**src/rtl/polyfinder_scheduler_if.sv**
```systemverilog
// Request, finder and result buses between the decode channels, the scheduler and the shared polynomial_finder.
// master = scheduler side, slave = channels/finder side.
interface polyfinder_scheduler_if #(
    parameter int NUM_CHANNELS = 4,
    parameter int CH_W         = 3
);
    logic [NUM_CHANNELS-1:0]    req_valid;
    logic [NUM_CHANNELS-1:0]    req_ack;
    logic [24*NUM_CHANNELS-1:0] req_ts_last_data;
    logic [24*NUM_CHANNELS-1:0] req_ts_last_data1;
    logic [17*NUM_CHANNELS-1:0] req_decoded_data;
    logic [17*NUM_CHANNELS-1:0] req_decoded_data1;

    logic        fin_enable;
    logic [23:0] fin_ts_last_data;
    logic [23:0] fin_ts_last_data1;
    logic [16:0] fin_decoded_data;
    logic [16:0] fin_decoded_data1;
    logic [16:0] fin_polynomial;
    logic [16:0] fin_iteration_number;
    logic        fin_ready;

    logic            res_valid;
    logic [CH_W-1:0] res_channel;
    logic [16:0]     res_polynomial;
    logic [16:0]     res_iteration;
    logic            res_found;
    logic            res_timeout;
    logic            busy;

    modport master (
        input  req_valid, req_ts_last_data, req_ts_last_data1, req_decoded_data, req_decoded_data1,
        input  fin_polynomial, fin_iteration_number, fin_ready,
        output req_ack, fin_enable, fin_ts_last_data, fin_ts_last_data1, fin_decoded_data, fin_decoded_data1,
        output res_valid, res_channel, res_polynomial, res_iteration, res_found, res_timeout, busy
    );

    modport slave (
        output req_valid, req_ts_last_data, req_ts_last_data1, req_decoded_data, req_decoded_data1,
        output fin_polynomial, fin_iteration_number, fin_ready,
        input  req_ack, fin_enable, fin_ts_last_data, fin_ts_last_data1, fin_decoded_data, fin_decoded_data1,
        input  res_valid, res_channel, res_polynomial, res_iteration, res_found, res_timeout, busy
    );
endinterface

```
**src/rtl/polyfinder_scheduler.sv**
```systemverilog
// Round-robin sharing of one polynomial_finder across NUM_CHANNELS decode channels.
// state | meaning: IDLE settle/grant, ISSUE raise enable, WAIT_BUSY finder ack, WAIT_DONE finder result, CAPTURE latch result
module polyfinder_scheduler #(
    parameter int NUM_CHANNELS   = 4,
    parameter int CH_W           = 3,
    parameter int TIMEOUT_CYCLES = 1048592,
    parameter int SETTLE_CYCLES  = 2
) (
    input  logic                   clk_72MHz,
    input  logic                   rst_n,
    polyfinder_scheduler_if.master bus
);
    typedef enum logic [2:0] {
        S_IDLE,
        S_ISSUE,
        S_WAIT_BUSY,
        S_WAIT_DONE,
        S_CAPTURE
    } state_t;

    localparam logic [20:0] TO_LAST   = 21'(TIMEOUT_CYCLES - 1);
    localparam logic [7:0]  SETTLE_LD = 8'(SETTLE_CYCLES);

    state_t                  state_q, state_d;
    logic [20:0]             to_cnt_q, to_cnt_d;
    logic [7:0]              settle_q, settle_d;
    logic [CH_W-1:0]         ptr_q, ptr_d;
    logic [CH_W-1:0]         gnt_q, gnt_d;
    logic [23:0]             ts0_q, ts0_d, ts1_q, ts1_d;
    logic [16:0]             dd0_q, dd0_d, dd1_q, dd1_d;
    logic                    fin_en_q, fin_en_d;
    logic [NUM_CHANNELS-1:0] ack_q, ack_d;
    logic                    res_valid_q, res_valid_d;
    logic [CH_W-1:0]         res_ch_q, res_ch_d;
    logic [16:0]             res_poly_q, res_poly_d;
    logic [16:0]             res_iter_q, res_iter_d;
    logic                    res_found_q, res_found_d;
    logic                    res_to_q, res_to_d;

    logic                    hit;
    logic [CH_W-1:0]         pick;
    logic [CH_W:0]           cand;
    logic [NUM_CHANNELS-1:0] req_shift;

    always_comb begin
        hit       = 1'b0;
        pick      = '0;
        cand      = '0;
        req_shift = '0;
        // first pending channel at or after the pointer, wrapping at NUM_CHANNELS
        for (int k = 0; k < NUM_CHANNELS; k++) begin
            cand = {1'b0, ptr_q} + (CH_W+1)'(k);
            if (cand >= (CH_W+1)'(NUM_CHANNELS)) begin
                cand = cand - (CH_W+1)'(NUM_CHANNELS);
            end
            req_shift = bus.req_valid >> cand;
            if (!hit && req_shift[0]) begin
                hit  = 1'b1;
                pick = cand[CH_W-1:0];
            end
        end
    end

    always_comb begin
        state_d     = state_q;
        to_cnt_d    = to_cnt_q;
        settle_d    = settle_q;
        ptr_d       = ptr_q;
        gnt_d       = gnt_q;
        ts0_d       = ts0_q;
        ts1_d       = ts1_q;
        dd0_d       = dd0_q;
        dd1_d       = dd1_q;
        fin_en_d    = fin_en_q;
        ack_d       = '0;
        res_valid_d = 1'b0;
        res_ch_d    = res_ch_q;
        res_poly_d  = res_poly_q;
        res_iter_d  = res_iter_q;
        res_found_d = res_found_q;
        res_to_d    = res_to_q;

        case (state_q)
            S_IDLE: begin
                fin_en_d = 1'b0;
                if (settle_q != 8'd0) begin
                    settle_d = settle_q - 8'd1;
                end else if (hit) begin
                    gnt_d   = pick;
                    ptr_d   = (pick == CH_W'(NUM_CHANNELS - 1)) ? '0 : pick + CH_W'(1);
                    ts0_d   = bus.req_ts_last_data[24*pick +: 24];
                    ts1_d   = bus.req_ts_last_data1[24*pick +: 24];
                    dd0_d   = bus.req_decoded_data[17*pick +: 17];
                    dd1_d   = bus.req_decoded_data1[17*pick +: 17];
                    ack_d   = NUM_CHANNELS'(1) << pick;
                    state_d = S_ISSUE;
                end
            end
            S_ISSUE: begin
                fin_en_d = 1'b1;
                to_cnt_d = '0;
                state_d  = S_WAIT_BUSY;
            end
            S_WAIT_BUSY, S_WAIT_DONE: begin
                if (to_cnt_q == TO_LAST) begin
                    fin_en_d    = 1'b0;
                    res_valid_d = 1'b1;
                    res_ch_d    = gnt_q;
                    res_poly_d  = '0;
                    res_iter_d  = '0;
                    res_found_d = 1'b0;
                    res_to_d    = 1'b1;
                    settle_d    = SETTLE_LD;
                    state_d     = S_IDLE;
                end else begin
                    to_cnt_d = to_cnt_q + 21'd1;
                    if (state_q == S_WAIT_BUSY && !bus.fin_ready) begin
                        state_d = S_WAIT_DONE;
                    end else if (state_q == S_WAIT_DONE && bus.fin_ready) begin
                        state_d = S_CAPTURE;
                    end
                end
            end
            S_CAPTURE: begin
                fin_en_d    = 1'b0;
                res_valid_d = 1'b1;
                res_ch_d    = gnt_q;
                res_poly_d  = bus.fin_polynomial;
                res_iter_d  = bus.fin_iteration_number;
                res_found_d = (bus.fin_polynomial != '0);
                res_to_d    = 1'b0;
                settle_d    = SETTLE_LD;
                state_d     = S_IDLE;
            end
            default: begin
                fin_en_d = 1'b0;
                state_d  = S_IDLE;
            end
        endcase
    end

    always_ff @(posedge clk_72MHz) begin
        if (!rst_n) begin
            state_q     <= S_IDLE;
            to_cnt_q    <= '0;
            settle_q    <= '0;
            ptr_q       <= '0;
            gnt_q       <= '0;
            ts0_q       <= '0;
            ts1_q       <= '0;
            dd0_q       <= '0;
            dd1_q       <= '0;
            fin_en_q    <= 1'b0;
            ack_q       <= '0;
            res_valid_q <= 1'b0;
            res_ch_q    <= '0;
            res_poly_q  <= '0;
            res_iter_q  <= '0;
            res_found_q <= 1'b0;
            res_to_q    <= 1'b0;
        end else begin
            state_q     <= state_d;
            to_cnt_q    <= to_cnt_d;
            settle_q    <= settle_d;
            ptr_q       <= ptr_d;
            gnt_q       <= gnt_d;
            ts0_q       <= ts0_d;
            ts1_q       <= ts1_d;
            dd0_q       <= dd0_d;
            dd1_q       <= dd1_d;
            fin_en_q    <= fin_en_d;
            ack_q       <= ack_d;
            res_valid_q <= res_valid_d;
            res_ch_q    <= res_ch_d;
            res_poly_q  <= res_poly_d;
            res_iter_q  <= res_iter_d;
            res_found_q <= res_found_d;
            res_to_q    <= res_to_d;
        end
    end

    assign bus.req_ack           = ack_q;
    assign bus.fin_enable        = fin_en_q;
    assign bus.fin_ts_last_data  = ts0_q;
    assign bus.fin_ts_last_data1 = ts1_q;
    assign bus.fin_decoded_data  = dd0_q;
    assign bus.fin_decoded_data1 = dd1_q;
    assign bus.res_valid         = res_valid_q;
    assign bus.res_channel       = res_ch_q;
    assign bus.res_polynomial    = res_poly_q;
    assign bus.res_iteration     = res_iter_q;
    assign bus.res_found         = res_found_q;
    assign bus.res_timeout       = res_to_q;
    assign bus.busy              = (state_q != S_IDLE);
endmodule

```
**src/flat_wrapper.sv**
```systemverilog
// flat-port wrapper written by rule: the top's interface ports become plain ports
module polyfinder_scheduler_flat 
#(
    parameter int NUM_CHANNELS   = 4,
    parameter int CH_W           = 3,
    parameter int TIMEOUT_CYCLES = 1048592,
    parameter int SETTLE_CYCLES  = 2
)
  (clk_72MHz, rst_n, bus_req_valid, bus_req_ts_last_data, bus_req_ts_last_data1, bus_req_decoded_data, bus_req_decoded_data1, bus_fin_polynomial, bus_fin_iteration_number, bus_fin_ready, bus_req_ack, bus_fin_enable, bus_fin_ts_last_data, bus_fin_ts_last_data1, bus_fin_decoded_data, bus_fin_decoded_data1, bus_res_valid, bus_res_channel, bus_res_polynomial, bus_res_iteration, bus_res_found, bus_res_timeout, bus_busy);
  polyfinder_scheduler_if #(.NUM_CHANNELS(NUM_CHANNELS), .CH_W(CH_W)) bus_i ();
  input  logic clk_72MHz;
  input  logic rst_n;
  input wire logic [$bits(bus_i.req_valid)-1:0] bus_req_valid;
  input wire logic [$bits(bus_i.req_ts_last_data)-1:0] bus_req_ts_last_data;
  input wire logic [$bits(bus_i.req_ts_last_data1)-1:0] bus_req_ts_last_data1;
  input wire logic [$bits(bus_i.req_decoded_data)-1:0] bus_req_decoded_data;
  input wire logic [$bits(bus_i.req_decoded_data1)-1:0] bus_req_decoded_data1;
  input wire logic [$bits(bus_i.fin_polynomial)-1:0] bus_fin_polynomial;
  input wire logic [$bits(bus_i.fin_iteration_number)-1:0] bus_fin_iteration_number;
  input wire logic [$bits(bus_i.fin_ready)-1:0] bus_fin_ready;
  output wire logic [$bits(bus_i.req_ack)-1:0] bus_req_ack;
  output wire logic [$bits(bus_i.fin_enable)-1:0] bus_fin_enable;
  output wire logic [$bits(bus_i.fin_ts_last_data)-1:0] bus_fin_ts_last_data;
  output wire logic [$bits(bus_i.fin_ts_last_data1)-1:0] bus_fin_ts_last_data1;
  output wire logic [$bits(bus_i.fin_decoded_data)-1:0] bus_fin_decoded_data;
  output wire logic [$bits(bus_i.fin_decoded_data1)-1:0] bus_fin_decoded_data1;
  output wire logic [$bits(bus_i.res_valid)-1:0] bus_res_valid;
  output wire logic [$bits(bus_i.res_channel)-1:0] bus_res_channel;
  output wire logic [$bits(bus_i.res_polynomial)-1:0] bus_res_polynomial;
  output wire logic [$bits(bus_i.res_iteration)-1:0] bus_res_iteration;
  output wire logic [$bits(bus_i.res_found)-1:0] bus_res_found;
  output wire logic [$bits(bus_i.res_timeout)-1:0] bus_res_timeout;
  output wire logic [$bits(bus_i.busy)-1:0] bus_busy;
  assign bus_i.req_valid = bus_req_valid;
  assign bus_i.req_ts_last_data = bus_req_ts_last_data;
  assign bus_i.req_ts_last_data1 = bus_req_ts_last_data1;
  assign bus_i.req_decoded_data = bus_req_decoded_data;
  assign bus_i.req_decoded_data1 = bus_req_decoded_data1;
  assign bus_i.fin_polynomial = bus_fin_polynomial;
  assign bus_i.fin_iteration_number = bus_fin_iteration_number;
  assign bus_i.fin_ready = bus_fin_ready;
  assign bus_req_ack = bus_i.req_ack;
  assign bus_fin_enable = bus_i.fin_enable;
  assign bus_fin_ts_last_data = bus_i.fin_ts_last_data;
  assign bus_fin_ts_last_data1 = bus_i.fin_ts_last_data1;
  assign bus_fin_decoded_data = bus_i.fin_decoded_data;
  assign bus_fin_decoded_data1 = bus_i.fin_decoded_data1;
  assign bus_res_valid = bus_i.res_valid;
  assign bus_res_channel = bus_i.res_channel;
  assign bus_res_polynomial = bus_i.res_polynomial;
  assign bus_res_iteration = bus_i.res_iteration;
  assign bus_res_found = bus_i.res_found;
  assign bus_res_timeout = bus_i.res_timeout;
  assign bus_busy = bus_i.busy;
  polyfinder_scheduler #(.NUM_CHANNELS(NUM_CHANNELS), .CH_W(CH_W), .TIMEOUT_CYCLES(TIMEOUT_CYCLES), .SETTLE_CYCLES(SETTLE_CYCLES)) u_core (.clk_72MHz(clk_72MHz), .rst_n(rst_n), .bus(bus_i));
endmodule
```
**config.mk**
```make
export PLATFORM = sky130hd
export DESIGN_NAME = polyfinder_scheduler_flat
export DESIGN_NICKNAME = d
export VERILOG_FILES = /design/src/rtl/polyfinder_scheduler_if.sv /design/src/rtl/polyfinder_scheduler.sv /design/src/flat_wrapper.sv
export SDC_FILE = /design/constraint.sdc
export NUM_CORES = 1
export LEC_CHECK = 0
export ABC_AREA = 1
export CAP_MARGIN = 10
export CORE_AREA = 8 8 187 189
export DETAILED_ROUTE_END_ITERATION = 6
export DIE_AREA = 0 0 195 197
export PLACE_DENSITY = 0.6
export SYNTH_ARGS = -nofsm -noshare
export SYNTH_HDL_FRONTEND = slang
export SYNTH_SLANG_ARGS = --single-unit
```
**constraint.sdc**
```tcl
create_clock -name clk_72MHz -period 3.1 [get_ports clk_72MHz]
set_clock_uncertainty 0.2 [all_clocks]
set_input_delay 0.62 -clock clk_72MHz [delete_from_list [all_inputs] [get_ports clk_72MHz]]
set_output_delay 0.62 -clock clk_72MHz [all_outputs]
set_load 0.005 [all_outputs]
```
==> results of run 1 <==
==> flip-flops by register name (all words and copies together), names as in the netlist <==
register / flops
u_core.bus.fin_decoded_data1: 17
u_core.bus.req_ack: 4
u_core.gnt_q: 3
u_core.bus.res_channel: 3
u_core.bus.fin_ts_last_data1: 24
u_core.ptr_q: 3
u_core.to_cnt_q: 21
u_core.bus.fin_ts_last_data: 24
u_core.bus.res_polynomial: 17
u_core.bus.fin_decoded_data: 17
u_core.state_q: 3
u_core.bus.res_valid: 1
u_core.bus.fin_enable: 1
u_core.settle_q: 8
u_core.bus.res_found: 1
u_core.bus.res_timeout: 1
u_core.bus.res_iteration: 17
==> layer usage <==
layer	up-vias	global-route usage	share of wire
met1	5420	0.265	0.40
met5	-	0	0.00026
met3	44	0.0597	0.072
met4	2	0.0618	0.021
li1	5883	-	-
met2	445	0.410	0.51
==> metrics by stage <==
| step | power (W) | setup slack [ps] | util | instances | hold WS [ps] |
|---|---|---|---|---|---|
| floorplan | 0.00909 | 565 | - | 1472 | 214 |
| global placement | 0.0137 | 30.3 | 0.472 | 2341 | 227 |
| detailed placement | 0.0138 | -10.2 | 0.472 | 2341 | 236 |
| CTS | 0.0161 | 88.9 | 0.491 | 2373 | 245 |
| global route | 0.0173 | 5.70 | 0.492 | 2378 | 270 |
| finish | 0.0161 | 219 | 0.492 | 2379 | 238 |
==> final cells by class <==
type | count | share of cell area
timing repair buffer | 570 | 0.373
multi-input combinational | 1136 | 0.330
sequential | 165 | 0.210
tap | 408 | 0.0324
clock buffer | 18 | 0.0278
inverter | 63 | 0.0152
clock inverter | 14 | 0.0114
antenna | 5 | 0.000793
==> power groups by stage <==
stage	Clock (W)	Combinational, W	Sequential, W
global route	0.00242	0.0116	0.00332
CTS	0.00234	0.0105	0.00323
detailed placement	0	0.0105	0.00326
finish	0.00227	0.0106	0.00324
floorplan	0	0.00581	0.00328
global placement	0	0.0105	0.00324
==> critical path: cells and delay by family, from the launching register on <==
| kind | cells | cell delay [ps] |
|---|---|---|
| AND/OR/NAND/NOR | 8 | 940 |
| adder cells (fa/ha/maj) | 2 | 640 |
| buffers and inverters | 4 | 470 |
| flip-flops | 1 | 400 |
| AO/OA/AOI/OAI | 1 | 80 |
==> cells by family (layout without fill, tap and decap cells) <==
logic type,after synthesis,in the layout,synth area share
fa+ha+maj,5,5,0.00669
buf+inv,171,665,0.0939
flops,165,165,0.353
simple gates,1039,1039,0.493
other cells,0,5,0
compound gates,88,88,0.0496
xor+xnor,4,4,0.00375
==> layout by cell type, fill, tap and decap left out, types with 18 or more instances in the layout <==
| master | netlist | final |
|---|---|---|
| clkbuf_16 | 0 | 18 |
| inv_1 | 56 | 56 |
| nand4_1 | 19 | 19 |
| nor2_1 | 41 | 41 |
| dfxtp_1 | 165 | 164 |
| nand3_1 | 454 | 453 |
| buf_4 | 18 | 46 |
| clkdlybuf4s50_1 | 0 | 496 |
| nand2_1 | 487 | 484 |
| a21oi_1 | 62 | 62 |
| buf_12 | 0 | 27 |
==> worst paths after layout <==
check / slack (ps) / from / cells after the start / to
worst min-delay path: 240 / u_core.gnt_q[2] / 2 / u_core.gnt_q[2]
worst max register to register: 220 / u_core.ptr_q[1] / 15 / u_core.ptr_q[1]
worst max-delay path: 220 / u_core.ptr_q[1] / 15 / u_core.ptr_q[1]
worst min register to register: 240 / u_core.gnt_q[2] / 2 / u_core.gnt_q[2]
==> run metrics, run 1 <==
Worst Hold Class=register to register; GRT Util Overall=0.228; proportion of layout cells with a drive suffix above 1=0.0656; Initial Util=0.292; Clk network pwr share=0.141; VDD IR max=0.760 mV; Critical Path End Type=register; FF+latch area=3300 sq um; Syn Nets=1846; outcome=finished, final reports clean; post-cts hold buffer count=0; register area share after synthesis=0.353; Post-synth EDFFs=0; multi-input combinational cell area=5210 sq um; min cycle time layout=2880 ps; FILL cells=3225; core area=32000 sq um; total negative slack=0 ps; Inserted Clock Buffers=17; Psw=0.00730 W; Synth Flop Type=dfxtp_1; final non-filler cell area=15800 sq um; total number of yosys warnings=0; dpl hpwl=35.9 mm; die height=197 um; first-pass GRT wire length=69.2 mm; synthesized instance count=1472; number of synthesized register bits=165; CP most frequent cell=nand2_1; worst slew pin tran=709 ps; endpoints failing setup=0; vias per inst=4.96; Port-buffer cells=496; Overflow after GRT=0; highest clock rate=347 MHz; sequential share of power=0.202; dominant cell by count in the synthesized netlist=nand2_1; initial antenna violation count=4; main area contributors after synthesis=dfxtp_1 (35%), nand3_1 (24%), nand2_1 (20%), a21oi_1 (3.3%), buf_2 (2.9%); slowest stage delay, CP=400 ps; max-slew violations=0; cts repair resizes=0; die area=38400 sq um; Net count, final=2327; Post-synth ARST share=0; first drt pass iteration count=5; Switching Share=0.455; count of standard-cell rows=66; P_leak=6.55 nW; largest net degree at the start of global routing=57; CTS tree=built; number of remaining DRC errors=0; final hold vios=0; synth cell count leaders=nand2_1 (487), nand3_1 (454), dfxtp_1 (165), a21oi_1 (62), inv_1 (56); Synth cell types=38; H-tree depth=4; CP max-delay cell=dfxtp_2; Detailed Route Iter0 Violations=614; CTS root buffer=clkbuf_16; crit share post-route=0.929; placed cell area=15100 sq um; Synth area leader=dfxtp_1; Chip Width=195 um; final RePlAce weighted congestion=0.931; Detail Route Antenna Nets=0; Relative slew margins=0.523; crit path kind=register to register; Required @ worst endpoint=3200 ps; synthesized cell area=9350 sq um; clk sink count=165; P_int=0.00876 W; syn avg cell area=6.35 sq um; Arrival @ worst endpoint=2980 ps; Routed WL per cell=19.2 um; io pins=497; vias in the first global route=11600; Post CTS Setup Buffer Count=0; clock buffer depth=2; Area growth, synth to finish=68.6%; max cap viols=0; P per Cell Area=1020 nW/um^2; startpoint types=register; Routed WL=45.6 mm; area share of the largest cell type after synthesis=0.353; unrepaired setup endpoints after global routing=no; Worst-path clk slew=60 ps; Worst-Skew Late Latency=420 ps; worst-path maximum fanout=15; Logic pwr share=0.657; CP Cell Sequence=inv_1 > ha_1 > inv_1 > nand2_1 > nand2_1 > nand2_1 > nand2_2 > nand3_1 > nand3_4 > nand3_4 > buf_12 > inv_2 > ha_1 > nand3_1 > o21ai_0; Vias=11800
No activity file was read; power rests on OpenSTA's default activity.
==> run 2, diff against run 1 <==
--- a/config.mk
+++ b/config.mk
@@ -6,10 +6,12 @@
 export NUM_CORES = 1
 export LEC_CHECK = 0
 export ABC_AREA = 1
+export ABC_CLOCK_PERIOD_IN_PS = 3100
 export CAP_MARGIN = 10
 export CORE_AREA = 8 8 187 189
 export DETAILED_ROUTE_END_ITERATION = 6
 export DIE_AREA = 0 0 195 197
+export GPL_TIMING_DRIVEN = 0
 export PLACE_DENSITY = 0.6
 export SYNTH_ARGS = -nofsm -noshare
 export SYNTH_HDL_FRONTEND = slang
==> run 2 against run 1 <==
Compared with the run above: final cell count rose by 1.5%; via count grew 3.0%; critical endpoint is now u_core.bus.fin_ts_last_data[5]; the run now ends with design-rule violations left; count of clock-buffer cells in the layout stayed put; highest routed layer unchanged.
==> run metrics, run 2 (synthesis results as in run 1) <==
outcome=finished with violations; violated checks=design-rule violations; P_int=0.00816 W; min cycle time layout=2930 ps; Reg2Reg Setup Slack=170 ps; cts repair resizes=0; max-slew violations=0; commonest non-fill, non-tap cell in the layout=clkdlybuf4s50_1; post-cts hold buffer count=0; largest net degree at the start of global routing=17; first-pass GRT wire length=75.7 mm; Area growth, synth to finish=65.6%; Clk network pwr share=0.142; clock buffer depth=2; first drt pass iteration count=7; Worst-Skew Late Latency=420 ps; initial antenna violation count=9; Detail Route Antenna Nets=0; proportion of layout cells with a drive suffix above 1=0.0710; Relative slew margins=0.574; final hold vios=0; final RePlAce weighted congestion=0.956; worst slew pin tran=633 ps; Detailed Route Iter0 Violations=829; hold slack final=241 ps; Psw=0.00768 W; Port-buffer cells=495; GRT Util Overall=0.256; highest-count cells in the layout ignoring fill and taps=clkdlybuf4s50_1 (495), nand2_1 (487), nand3_1 (454), dfxtp_1 (164), a21oi_1 (62); Tot Pwr=0.0158 W; cell total after placement=2375; Routed WL per cell=21.2 um; Inserted Clock Buffers=17; Initial Util=0.292; Logic pwr share=0.653; Routed WL=51.1 mm; die area=38400 sq um; Switching Share=0.485; die height=197 um; max cap viols=0; VDD IR max=0.533 mV; count of standard-cell rows=66; Worst-path clk slew=70 ps; clk sink count=165; Required @ worst endpoint=3260 ps; Critical Path End Type=register; Arrival @ worst endpoint=3090 ps; number of remaining DRC errors=2; highest clock rate=342 MHz; Vias=12100; io pins=497; vias per inst=5.03; Overflow after GRT=0; H-tree depth=4; core area=32000 sq um; CTS tree=built; endpoints failing setup=0; sequential share of power=0.205; crit share post-route=0.944; Net count, final=2360; CTS root buffer=clkbuf_16; Post CTS Setup Buffer Count=0; crit path kind=register to register; worst-path maximum fanout=10; unrepaired setup endpoints after global routing=yes; P_leak=6.44 nW; fin cells=2414; Chip Width=195 um; P per Cell Area=1020 nW/um^2; startpoint types=register; vias in the first global route=12100; Worst Hold Class=register to register; dpl hpwl=41.7 mm
## run 2: changes by cell type in the layout (fill, tap and decap cells not counted), moves of 3 or more
| cell | previous run | this run |
|---|---|---|
| buf_12 | 27 | 0 |
| buf_2 | 0 | 45 |
| buf_4 | 46 | 17 |
| buf_6 | 0 | 13 |
| clkbuf_1 | 0 | 16 |
| clkbuf_2 | 0 | 5 |
| clkbuf_4 | 0 | 10 |
| nand2_1 | 484 | 487 |
## run 2: power by group through the flow
stage	registers, W	clock network [W]	logic, W
2_1_floorplan	0.00328	0	0.00581
3_3_place_gp	0.00324	0	0.0102
3_5_place_dp	0.00327	0	0.0102
4_1_cts	0.00324	0.00230	0.0103
5_1_grt	0.00333	0.00237	0.0113
6_report	0.00324	0.00226	0.0103
## run 2: routing by layer
layer | vias to the layer above | wire length [um] | GRT usage
met5 | - | 44 | 0
met4 | 6 | 1470 | 0.0856
met2 | 476 | 25500 | 0.462
met3 | 73 | 4090 | 0.0723
li1 | 5953 | - | -
met1 | 5637 | 20000 | 0.287
## run 2: metrics by stage
step	TNS, ps	util	setup WS (ps)	instance area (sq um)
2_1_floorplan	0	-	565	9350
3_3_place_gp	-1260	0.462	-146	14800
3_5_place_dp	-1640	0.462	-140	14800
4_1_cts	0	0.481	28.0	15400
5_1_grt	-15.2	0.483	-8.43	15500
6_report	0	0.483	174	15500
## run 2: final cells by class
type | instances | area [sq um]
plain buffers | 108 | 678
flip-flops and latches | 165 | 3300
clock buffers | 18 | 439
clock inverters | 14 | 165
diodes | 7 | 17.5
fillers | 3321 | 16600
multi-input cells | 1136 | 5180
well taps | 408 | 510
inverters | 63 | 239
repair buffers | 495 | 4950
## run 2: worst max-delay path, stage by stage (launching register included)
cell      delay (ps)
dfxtp_1          350
buf_6            150
inv_4             60
ha_1             330
inv_1            120
nand2_1           70
nand2_1           60
nand2_1           70
nand2_2          100
nand3_1           90
nand3_1          170
clkbuf_4         310
buf_2            270
nand3_1          130
nand3_1          100
nand3_1          160
nand2_1          110
## run 2: worst paths after layout
path         cells after the start            start                              to
max                             16  u_core.ptr_q[0]  u_core.bus.fin_ts_last_data[5]
min                              2  u_core.gnt_q[2]                 u_core.gnt_q[2]
max reg2reg                     16  u_core.ptr_q[0]  u_core.bus.fin_ts_last_data[5]
min reg2reg                      2  u_core.gnt_q[2]                 u_core.gnt_q[2]
